## config.mk

```make
export PLATFORM = sky130hd
export DESIGN_NAME = gpio_bus_master
export DESIGN_NICKNAME = d
export VERILOG_FILES = /design/src/rtl/gpio_bus_master.sv
export SDC_FILE = /design/constraint.sdc
export NUM_CORES = 1
export LEC_CHECK = 0
export CELL_PAD_IN_SITES_DETAIL_PLACEMENT = 2
export CELL_PAD_IN_SITES_GLOBAL_PLACEMENT = 2
export CORE_AREA = 2 2 143 145
export CTS_CLUSTER_SIZE = 40
export DETAILED_ROUTE_END_ITERATION = 6
export DIE_AREA = 0 0 145 147
export PLACE_DENSITY = 0.81
export RECOVER_POWER = 100
export SYNTH_ARGS = -nofsm -noshare
export SYNTH_HDL_FRONTEND = slang
export SYNTH_SLANG_ARGS = --single-unit
```

## constraint.sdc

```tcl
create_clock -name clk -period 2.1 [get_ports clk]
set_input_delay 0.21 -clock clk [delete_from_list [all_inputs] [get_ports clk]]
set_output_delay 0.21 -clock clk [all_outputs]
set_load 0.05 [all_outputs]
```

## src/rtl/gpio_bus_master.sv

```systemverilog
// Purpose: turns read/write/set/clear commands into single-cycle peripheral bus accesses.
// Latency: accept to rsp_valid is 2 cycles for READ/WRITE, 3 for SET/CLEAR, 1 for a rejected command.
// Backpressure: one command in flight; cmd_ready stays low until the response has been taken.
//
// Ports:
//   clk, arst_n                          clock and synchronous active-low reset
//   cmd_valid/cmd_ready                  command handshake; cmd_op/cmd_addr/cmd_data latched on accept
//   rsp_valid/rsp_ready                  response handshake; rsp_data/rsp_err held while rsp_valid
//   bus_addr/bus_wdata/bus_we/bus_rdata  peripheral bus, combinational read data
module gpio_bus_master #(
  parameter int WIDTH      = 32,
  parameter int ADDR_WIDTH = 8,
  parameter int ADDR_MIN   = 128,
  parameter int ADDR_MAX   = 130,
  parameter int RO_ADDR    = 129
) (
  input  logic                  clk,
  input  logic                  arst_n,
  input  logic                  cmd_valid,
  output logic                  cmd_ready,
  input  logic [1:0]            cmd_op,
  input  logic [ADDR_WIDTH-1:0] cmd_addr,
  input  logic [WIDTH-1:0]      cmd_data,
  output logic                  rsp_valid,
  input  logic                  rsp_ready,
  output logic [WIDTH-1:0]      rsp_data,
  output logic                  rsp_err,
  output logic [ADDR_WIDTH-1:0] bus_addr,
  output logic [WIDTH-1:0]      bus_wdata,
  output logic                  bus_we,
  input  logic [WIDTH-1:0]      bus_rdata
);

  typedef enum logic [1:0] {
    OP_READ  = 2'b00,
    OP_WRITE = 2'b01,
    OP_SET   = 2'b10,
    OP_CLEAR = 2'b11
  } op_e;

  typedef enum logic [2:0] {
    IDLE,
    RD,
    WR,
    RMW_RD,
    RMW_WR,
    RESP
  } state_t;

  // Latched command; held unchanged from accept until the next accept.
  typedef struct packed {
    op_e                   op;
    logic [ADDR_WIDTH-1:0] addr;
    logic [WIDTH-1:0]      data;
  } cmd_t;

  // Address bounds sized to the address bus so every compare is unsigned ADDR_WIDTH.
  localparam logic [ADDR_WIDTH-1:0] A_MIN = ADDR_WIDTH'(ADDR_MIN);
  localparam logic [ADDR_WIDTH-1:0] A_MAX = ADDR_WIDTH'(ADDR_MAX);
  localparam logic [ADDR_WIDTH-1:0] A_RO  = ADDR_WIDTH'(RO_ADDR);

  state_t           state;
  state_t           state_nxt;
  cmd_t             cmd_q;
  logic [WIDTH-1:0] tmp_q;
  logic [WIDTH-1:0] rsp_data_q;
  logic             rsp_err_q;
  logic [WIDTH-1:0] rmw_val;
  logic             in_range;
  logic             ro_write;
  logic             cmd_legal;
  logic             accept;

  // Legality is judged on the incoming command so the accept edge can branch
  // straight to RESP without spending a cycle on a rejected command.
  always_comb begin
    in_range  = (cmd_addr >= A_MIN) && (cmd_addr <= A_MAX);
    ro_write  = (cmd_addr == A_RO) && (op_e'(cmd_op) != OP_READ);
    cmd_legal = in_range && !ro_write;
  end

  assign accept = cmd_valid && cmd_ready;

  // Merge value for SET/CLEAR, built from the word captured in RMW_RD.
  assign rmw_val = (cmd_q.op == OP_SET) ? (tmp_q | cmd_q.data)
                                        : (tmp_q & ~cmd_q.data);

  // State register.
  always_ff @(posedge clk) begin
    if (!arst_n) begin
      state <= IDLE;
    end else begin
      state <= state_nxt;
    end
  end

  // Next state and all combinational outputs. Bus address/data are zero
  // outside the four access states. bus_we is also gated by arst_n so a
  // reset landing in a write cycle cuts the strobe immediately.
  always_comb begin
    state_nxt = state;
    cmd_ready = 1'b0;
    rsp_valid = 1'b0;
    bus_addr  = '0;
    bus_wdata = '0;
    bus_we    = 1'b0;
    case (state)
      IDLE: begin
        cmd_ready = arst_n;
        if (cmd_valid && arst_n) begin
          if (!cmd_legal) begin
            state_nxt = RESP;
          end else begin
            case (op_e'(cmd_op))
              OP_READ:  state_nxt = RD;
              OP_WRITE: state_nxt = WR;
              default:  state_nxt = RMW_RD;
            endcase
          end
        end
      end
      RD: begin
        bus_addr  = cmd_q.addr;
        state_nxt = RESP;
      end
      WR: begin
        bus_addr  = cmd_q.addr;
        bus_wdata = cmd_q.data;
        bus_we    = arst_n;
        state_nxt = RESP;
      end
      RMW_RD: begin
        bus_addr  = cmd_q.addr;
        state_nxt = RMW_WR;
      end
      RMW_WR: begin
        bus_addr  = cmd_q.addr;
        bus_wdata = rmw_val;
        bus_we    = arst_n;
        state_nxt = RESP;
      end
      RESP: begin
        rsp_valid = 1'b1;
        if (rsp_ready) begin
          state_nxt = IDLE;
        end
      end
      default: begin
        state_nxt = IDLE;
      end
    endcase
  end

  // Command latch, RMW scratch word and response registers. The response is
  // only ever written in IDLE (on accept) and in the access states, so it is
  // naturally stable for the whole of RESP.
  always_ff @(posedge clk) begin
    if (!arst_n) begin
      cmd_q      <= '0;
      tmp_q      <= '0;
      rsp_data_q <= '0;
      rsp_err_q  <= 1'b0;
    end else begin
      if (accept) begin
        cmd_q.op   <= op_e'(cmd_op);
        cmd_q.addr <= cmd_addr;
        cmd_q.data <= cmd_data;
        // A rejected command reports zero data; a legal one overwrites this
        // in its access cycle before RESP.
        rsp_data_q <= '0;
        rsp_err_q  <= !cmd_legal;
      end
      case (state)
        RD:      rsp_data_q <= bus_rdata;
        WR:      rsp_data_q <= cmd_q.data;
        RMW_RD:  tmp_q      <= bus_rdata;
        RMW_WR:  rsp_data_q <= rmw_val;
        default: ;
      endcase
    end
  end

  assign rsp_data = rsp_data_q;
  assign rsp_err  = rsp_err_q;

endmodule

```

# Yosys cells after proc, flatten, opt, wreduce, memory -nomap -nowiden
# Cells that the tools add are included.
# classes
muxes	13
n_bitwise	3
n_lt_le_gt_ge	2
n_reduce_logical	15
eq_ne	10
# op_table
operator	n
case mux 32 bit (3 select lines)	1
two-way mux 32 bit	2
case mux 32 bit (2 select lines)	1
bitwise AND 32 bit	1
inverter 32 bit	1
bitwise OR 32 bit	1
case mux 3 bit (4 select lines)	1
two-way mux 3 bit	3
== test 8 bit, second input constant	1
greater-or-equal comparator 8 bit, second input constant	1
less-or-equal comparator 8 bit, second input constant	1
two-way mux 8 bit	1
== test 3 x 2 -> 1 bit, second input constant	2
== test 3 bit, second input constant	2
logical AND 1 bit	5
!= test 2 bit, second input constant	2
case mux 2 bit (2 select lines)	1
nonzero test 4 bit	1
OR reduction 4 bit	1
== test 3 x 1 -> 1 bit, second input constant	1
logical NOT 3 bit	1
two-way mux 1 bit	3
OR reduction 3 bit	1
== test 2 x 1 -> 1 bit, second input constant	1
other kinds (6)	7
# totals
in_bits	78
ff_bits	110
wordCells	50
output_inout_bits	76

# Longest topological paths before layout
# Gate-level depths: netlist of run 1.
# depth
depth_word	7
mapped_depth	8
mapped_depth_nobuf	4

# Worst setup path before layout of run 1
# No wires, ideal clock.
# synth_path
path_kind	register to output
start	register state[0]
end	output port cmd_ready
required_time_ns	1.890
path_stages_with_launch	5
n_path_buf	2
t_arrival_ns	1.647
slack_ns	0.243
path_cell_list	dfxtp_1 -> buf_4 -> or3_4 -> clkbuf_1 -> nor2_1
# synth_via
elab_chain_len	2
# synth_rtl
item	line	source
start: declaration	62	state_t state;
start signal: assignment	93	state <= state_nxt;
logical NOT 3 bit	107	case (state)
two-way mux 1 bit	107	
end: declaration	20	output logic cmd_ready,
# Every way passes these cells.

# Worst setup path after layout of run 1
# layout_path
start	register state[2]
end	output port bus_wdata[13]
# layout_via
elab_chain_len	2
word_cells_on_any_way	3
classes_between	eq/ne (2); mux (1)
# layout_rtl
item	line	source
== test 3 bit or == test 3 x 2 -> 1 bit (tied branches)	107	
case mux 32 bit (2 select lines) *	107	
end: declaration	29	output logic [WIDTH-1:0] bus_wdata,
# Every way passes the cells marked *; elsewhere a longest branch is shown, timed or not.

==> impl_results.md, run 1 <==
- Status: complete, no violations
- Synth cell count leaders: 153 x nand2_1, 110 x dfxtp_1, 68 x a21oi_1
- Placed insts: slightly above 1000
- Setup violators final: 0
- Final ANT Viol Nets: 0
- P_sw: 1.91 mW
- Iter 0 DRT Violations: 264
- CTS tree: yes
- Hold Path Class: input port to flip-flop
- Drt pass-1 iters: 4
- Critical path startpoint: state[2]
- Actual slew at the worst max-slew pin: roughly 0.74 ns
- Async SR Flop Fraction: 0%
- Reg2reg start: state[2]
- Port Buffers: roughly 150
- Netlist cell types: 34
- Post-DP HPWL: 14800 um
- Mapped Nets: just over 700
- Initial Util: 26.4%
- Root Buffer: clkbuf_16
- Top cells by area, synth: dfxtp_1 42%, nand2_1 11%, a21oi_1 6.5%
- Reg power frac: 40.9%
- Int Pwr: approximately 3.7 mW
- Critical path required time: about 1.9 ns
- Core Util, Final: between 30% and 40%
- Tot Pwr: around 5.7 mW
- Fin Clk Skew: approximately 0.009 ns
- Largest net degree at the start of global routing: 47
- Worst Min Path Start: cmd_data[6]
- CTS HTree Levels: 3
- Cell Area, Placed: 7430 um^2
- CORE AREA: slightly below 20000 um^2
- Initial antenna violation count: 0
- CTS max path bufs: 2
- Tot GR Track Use: between 20% and 30%
- Synthesized instance count: 630
- Hold slack: 0.408 ns
- Peak supply drop: roughly 0.36 mV
- NumNets Final: 839
- Synthesized flop and latch total: between 100 and 150
- Seq/Total Area, Yosys: around 42%
- Cell taking the most area after synthesis: dfxtp_1
- Diodes inserted: 0
- Mapped Area: about 5200 um^2
- Area grow syn2layout: 48.7%
- # rows: 52
- Max-slew violations: 0
- Post-DR vias/cell: 5.16
- Clk sink count: 110
- Die area: 21300 um^2
- Post-synth top area share: between 40% and 50%
- Detailed-route DRC error count: 0
- Syn_area_per_cell: ~8.3 um^2
- Max Clk Rate: between 400 and 500 MHz
- CTS Hold Buffers Added: 0
- Max stage delay on crit path: between 0.3 and 0.4 ns
- Die height: 147 um
- Skew-Pair Late Insertion Delay: ~0.36 ns
- Setup CP Type: flip-flop to output pin
- Logic gate share of total power: ~28%
- Static Leak: 3.35 nW
- Max-cap violations: 0
- Crit path max fanout: 16
- Layout cells sized above 1: between 10 and 15%
- Critical path, cell by cell: buf_6 > nor2b_4 > buf_8 > a21o_1 > o211a_2 > buf_12
- Die X: 145 um
- Final hold vios: 0
- Crit share post-route: a little over nine tenths
- Clock Power Share: 30.9%
- Detailed Route WL: 21800 um
- Wire length per cell: ~21 um
- I/O pins: between 150 and 200
- Critical path arrival: between 1.5 and 2 ns
- Slew margin rel.: 50.8%
- Synth Warn #: 0
- Sw frac: about a third
- CTS clk-pin slew, worst paths: roughly 0.07 ns
- Top FF cell, synth: dfxtp_1
- Cts bufs inserted: 9
- Crit-path slowest cell: dfxtp_1
- Vias: ~5300
- Number of global-route vias before repair: ~6100
- Final Wtd Congestion: 0.765
- Remaining Overflow, GRT: 0
- Min Tclk post-route: slightly above 2 ns
- Worst Setup End Kind: output pin
- Final Cell Area: between 7000 and 8000 um^2
- Non-filler instance count after layout: 1036
- Worst Setup Start Kind: flip-flop
- RSZ-0062 raised after global routing: true
- EDFF count, synth: 0
- # fillers: 2182
- Power Density: around 730 nW/um^2
- Most common cell in the netlist: nand2_1
- Global-route wire length before repair: 34900 um
worst paths after layout:
path / endpoint / slack [ns] / depth (start not counted)
setup / recovery: bus_wdata[13] / 0.04 / 6
hold / removal: cmd_q[6] / 0.41 / 3
setup reg to reg: state[1] / 0.17 / 6
hold reg to reg: cmd_q[34] / 0.46 / 2
metrics by stage:
stage               worst slack, ns  setup TNS [ns]
floorplan                     0.243               0
global placement             0.0879               0
detailed placement           -0.126           -2.11
CTS                         -0.0282         -0.0323
global route                -0.0219         -0.0877
finish                       0.0421               0
cell families after synthesis:
family	count (synthesis)	share of synthesized area, %
AO/OA/AOI/OAI	247	33.5
AND/OR/NAND/NOR	209	17.7
flip-flops	110	42.1
buffers and inverters	64	6.69
critical path, delay by kind of cell, from the launching register on:
family                 cells  cell delay, ns
flip-flops                 1            0.35
AO/OA/AOI/OAI              2            0.40
AND/OR/NAND/NOR            1            0.22
buffers and inverters      3            0.51
layout by cell type (no fill, tap or decap), types with 2 or more instances in the layout:
master | synthesis | final
o211a_2 | 4 | 4
o21ai_0 | 39 | 39
a21o_1 | 32 | 32
a21oi_4 | 1 | 2
nor2b_4 | 0 | 2
dfxtp_1 | 110 | 110
buf_12 | 0 | 44
buf_2 | 19 | 2
o211a_4 | 0 | 2
o31a_1 | 32 | 32
buf_6 | 8 | 2
o211a_1 | 29 | 27
buf_4 | 7 | 20
clkdlybuf4s50_1 | 0 | 109
clkbuf_8 | 0 | 2
inv_6 | 0 | 2
nand2_1 | 153 | 153
a21oi_2 | 0 | 2
a22o_1 | 32 | 32
o21ai_1 | 6 | 6
buf_8 | 0 | 2
nor3_2 | 1 | 2
clkinv_4 | 0 | 2
and3_1 | 9 | 8
and2_1 | 33 | 33
nor2_1 | 3 | 3
inv_1 | 3 | 3
a21oi_1 | 68 | 66
clkbuf_16 | 0 | 9
power groups by stage:
stage / clock (mW) / combinational, mW / sequential, mW
finish: 1.75 / 1.59 / 2.31
global route: 1.88 / 1.70 / 2.33
CTS: 1.79 / 1.57 / 2.31
detailed placement: 0 / 1.56 / 2.36
global placement: 0 / 1.50 / 2.35
floorplan: 0 / 0.714 / 2.53
sequential cells by signal, indices dropped and copies added, names as in the netlist:
signal / count
cmd_q: 42
rsp_data: 32
rsp_err: 1
state: 3
tmp_q: 32
area by class of cell:
| type | instances | area (um^2) | area share, % |
|---|---|---|---|
| clock buffers | 11 | 253 | 3.25 |
| multi-input cells | 457 | 2750 | 35.4 |
| well taps | 270 | 338 | 4.34 |
| clock inverters | 5 | 40.0 | 0.514 |
| flip-flops and latches | 110 | 2200 | 28.3 |
| inverters | 4 | 15.0 | 0.193 |
| repair buffers | 179 | 2180 | 28.1 |
repair_timing:
item / CTS / global route
endpoints found under the setup margin: 17 / 57
pin swaps: 0 / 2
cloned: 0 / 1
setup buffers: 0 / 1
gates resized for setup: 2 / 10
metal layers:
metal	part of all wire (%)	routed length (um)	track usage, %
met5	0	0	0
met4	1.4	300	5.10
met3	4.1	902	3.79
met2	49	10700	36.5
met1	45	9830	25.7
Note: power is estimated with default switching activity, not from simulation.
==> inputs of run 2 (changes only) <==
--- a/config.mk
+++ b/config.mk
@@ -11,6 +11,7 @@
 export CTS_CLUSTER_SIZE = 40
 export DETAILED_ROUTE_END_ITERATION = 6
 export DIE_AREA = 0 0 145 147
+export MAX_ROUTING_LAYER = met4
 export PLACE_DENSITY = 0.81
 export RECOVER_POWER = 100
 export SYNTH_ARGS = -nofsm -noshare
==> run 2 against run 1 <==
Sequential power is essentially flat. Final area fell by 0.19%. Clock power about the same. Routed wire length rose by 0.14%. Fmax grew 0.13%. Final cell count stayed put.
==> impl_results.md, run 2 (synthesis gave the netlist of run 1 again) <==
- NumNets Final: between 800 and 900
- Max-slew violations: 0
- P_sw: ~1.9 mW
- Diodes inserted: 0
- Die X: about 150 um
- Actual slew at the worst max-slew pin: 0.784 ns
- Clk sink count: 110
- Root Buffer: clkbuf_16
- Fin Clk Skew: between 0.008 and 0.009 ns
- CTS Hold Buffers Added: 0
- Skew-Pair Late Insertion Delay: around 0.36 ns
- Worst Setup Start Kind: flip-flop
- CTS clk-pin slew, worst paths: 0.08 ns
- Static Leak: ~3.4 nW
- CTS HTree Levels: 3
- Final Wtd Congestion: approximately 0.78
- Register with the most flip-flops: cmd_q
- Commonest non-fill, non-tap cell in the layout: nand2_1
- Worst Setup End Kind: output pin
- Post-DP HPWL: roughly 15000 um
- Peak supply drop: 0.357 mV
- Wire length per cell: roughly 21 um
- R2R depth: 7
- Initial Util: 26.4%
- Die height: around 150 um
- Max-cap violations: 0
- Hold Path Class: input port to flip-flop
- Remaining Overflow, GRT: 0
- Cts bufs inserted: 9
- CTS tree: yes
- I/O pins: between 150 and 200
- Final hold vios: 0
- Critical path, cell by cell: buf_6 > nor2b_4 > buf_8 > a21o_1 > o211a_2 > buf_12
- Largest net degree at the start of global routing: between 40 and 50
- CORE AREA: roughly 20000 um^2
- Max reg flops: 42
- Clock Power Share: between 30% and 40%
- Number of global-route vias before repair: 6124
- Global-route wire length before repair: 34800 um
- # rows: 52
- RSZ-0062 raised after global routing: true
- Layout cells sized above 1: about 14%
- Crit share post-route: ~98%
- Port Buffers: ~150
- Pre-CTS WS: -0.126 ns
- Tot GR Track Use: a little over a fifth
- Post-DR vias/cell: 5.18
- Die area: 21300 um^2
- Min Tclk post-route: between 2 and 2.5 ns
- Reg power frac: 41.1%
- Crit-path slowest cell: dfxtp_1
- Initial antenna violation count: 0
- RR Endpoint: tmp_q[25]
- Hold slack: about 0.41 ns
- Area grow syn2layout: 48.4%
- Drt pass-1 iters: 4
- Final WS setup: 0.0447 ns
- Logic gate share of total power: 27.9%
- Sw frac: 33.8%
- Detailed-route DRC error count: 0
- Status: complete, no violations
- Int Pwr: ~3.7 mW
- # fillers: between 2000 and 2500
- Tot Pwr: between 5 and 6 mW
- Max Clk Rate: approximately 490 MHz
- Detailed Route WL: ~22000 um
- CTS max path bufs: 2
- Most frequent cells in the layout: 153 x nand2_1, 110 x dfxtp_1, 76 x clkdlybuf4s50_1
- Vias: 5364
- Iter 0 DRT Violations: around 200
- Final ANT Viol Nets: 0
- Critical path arrival: 1.85 ns
- Setup CP Type: flip-flop to output pin
- Critical path required time: approximately 1.9 ns
- Core Util, Final: slightly below 40%
- Max stage delay on crit path: ~0.35 ns
- Setup violators final: 0
- Critical path startpoint: state[2]
- CP Capture Point: bus_wdata[13]
- Reg-to-reg setup timing slack: about 0.16 ns
- Crit path max fanout: 16
- Reg2reg start: state[1]
- Slew margin rel.: about 48%
- Power Density: between 700 and 800 nW/um^2
## run 2: worst min path at each step
stage / start / end / slack, ns / cells after the start
after floorplan: cmd_data[0] / cmd_q[0] / 0.32 / 2
after global placement: cmd_q[34] / cmd_q[34] / 0.43 / 2
after detailed placement: cmd_q[36] / cmd_q[36] / 0.45 / 2
after CTS: cmd_data[6] / cmd_q[6] / 0.40 / 3
final: cmd_data[6] / cmd_q[6] / 0.41 / 3
after global routing: cmd_data[1] / cmd_q[1] / 0.42 / 3
## run 2: metal layers
metal  vias up  wire length, um  global-route usage [%]  share of wire, %
li1       2479                -                       -                 -
met1      2717             9790                    26.1                45
met2       147            10800                    36.4                49
met3        21              929                    3.14               4.3
met4         0              318                    5.10               1.5
met5         -                0                       -                 0
## run 2: worst max-delay path: cells and delay by family, from the launching register on
family,cells,cell delay (ns)
compound gates,2,0.40
buf+inv,3,0.51
flops,1,0.35
simple gates,1,0.22
## run 2: area by class of cell
type	instances	area, um^2	area share (%)
multi-input cells	457	2750	35.4
flip-flops and latches	110	2200	28.3
repair buffers	179	2170	27.9
well taps	270	338	4.35
clock buffers	11	253	3.25
clock inverters	5	40.0	0.515
inverters	4	15.0	0.193
## run 2: stage by stage
stage / area [um^2] / TNS [ns] / cells
final: 7770 / 0 / 1036
after global routing: 7770 / -0.0954 / 1036
after CTS: 7730 / -0.0323 / 1034
after detailed placement: 7430 / -2.11 / 1018
after global placement: 7430 / 0 / 1018
after floorplan: 5240 / 0 / 630
## run 2: power groups by stage
stage               registers (mW)  clock network (mW)  logic (mW)
floorplan                     2.53                   0       0.714
global placement              2.35                   0        1.50
detailed placement            2.36                   0        1.56
CTS                           2.31                1.79        1.57
global route                  2.33                1.88        1.67
finish                        2.31                1.74        1.57
## run 2: timing repair
item	CTS	global route
resized for setup	2	10
pin swaps	0	2
cloned	0	1
endpoints found under the setup margin	17	58
endpoints found under the hold margin	0	0
buffers inserted	0	1
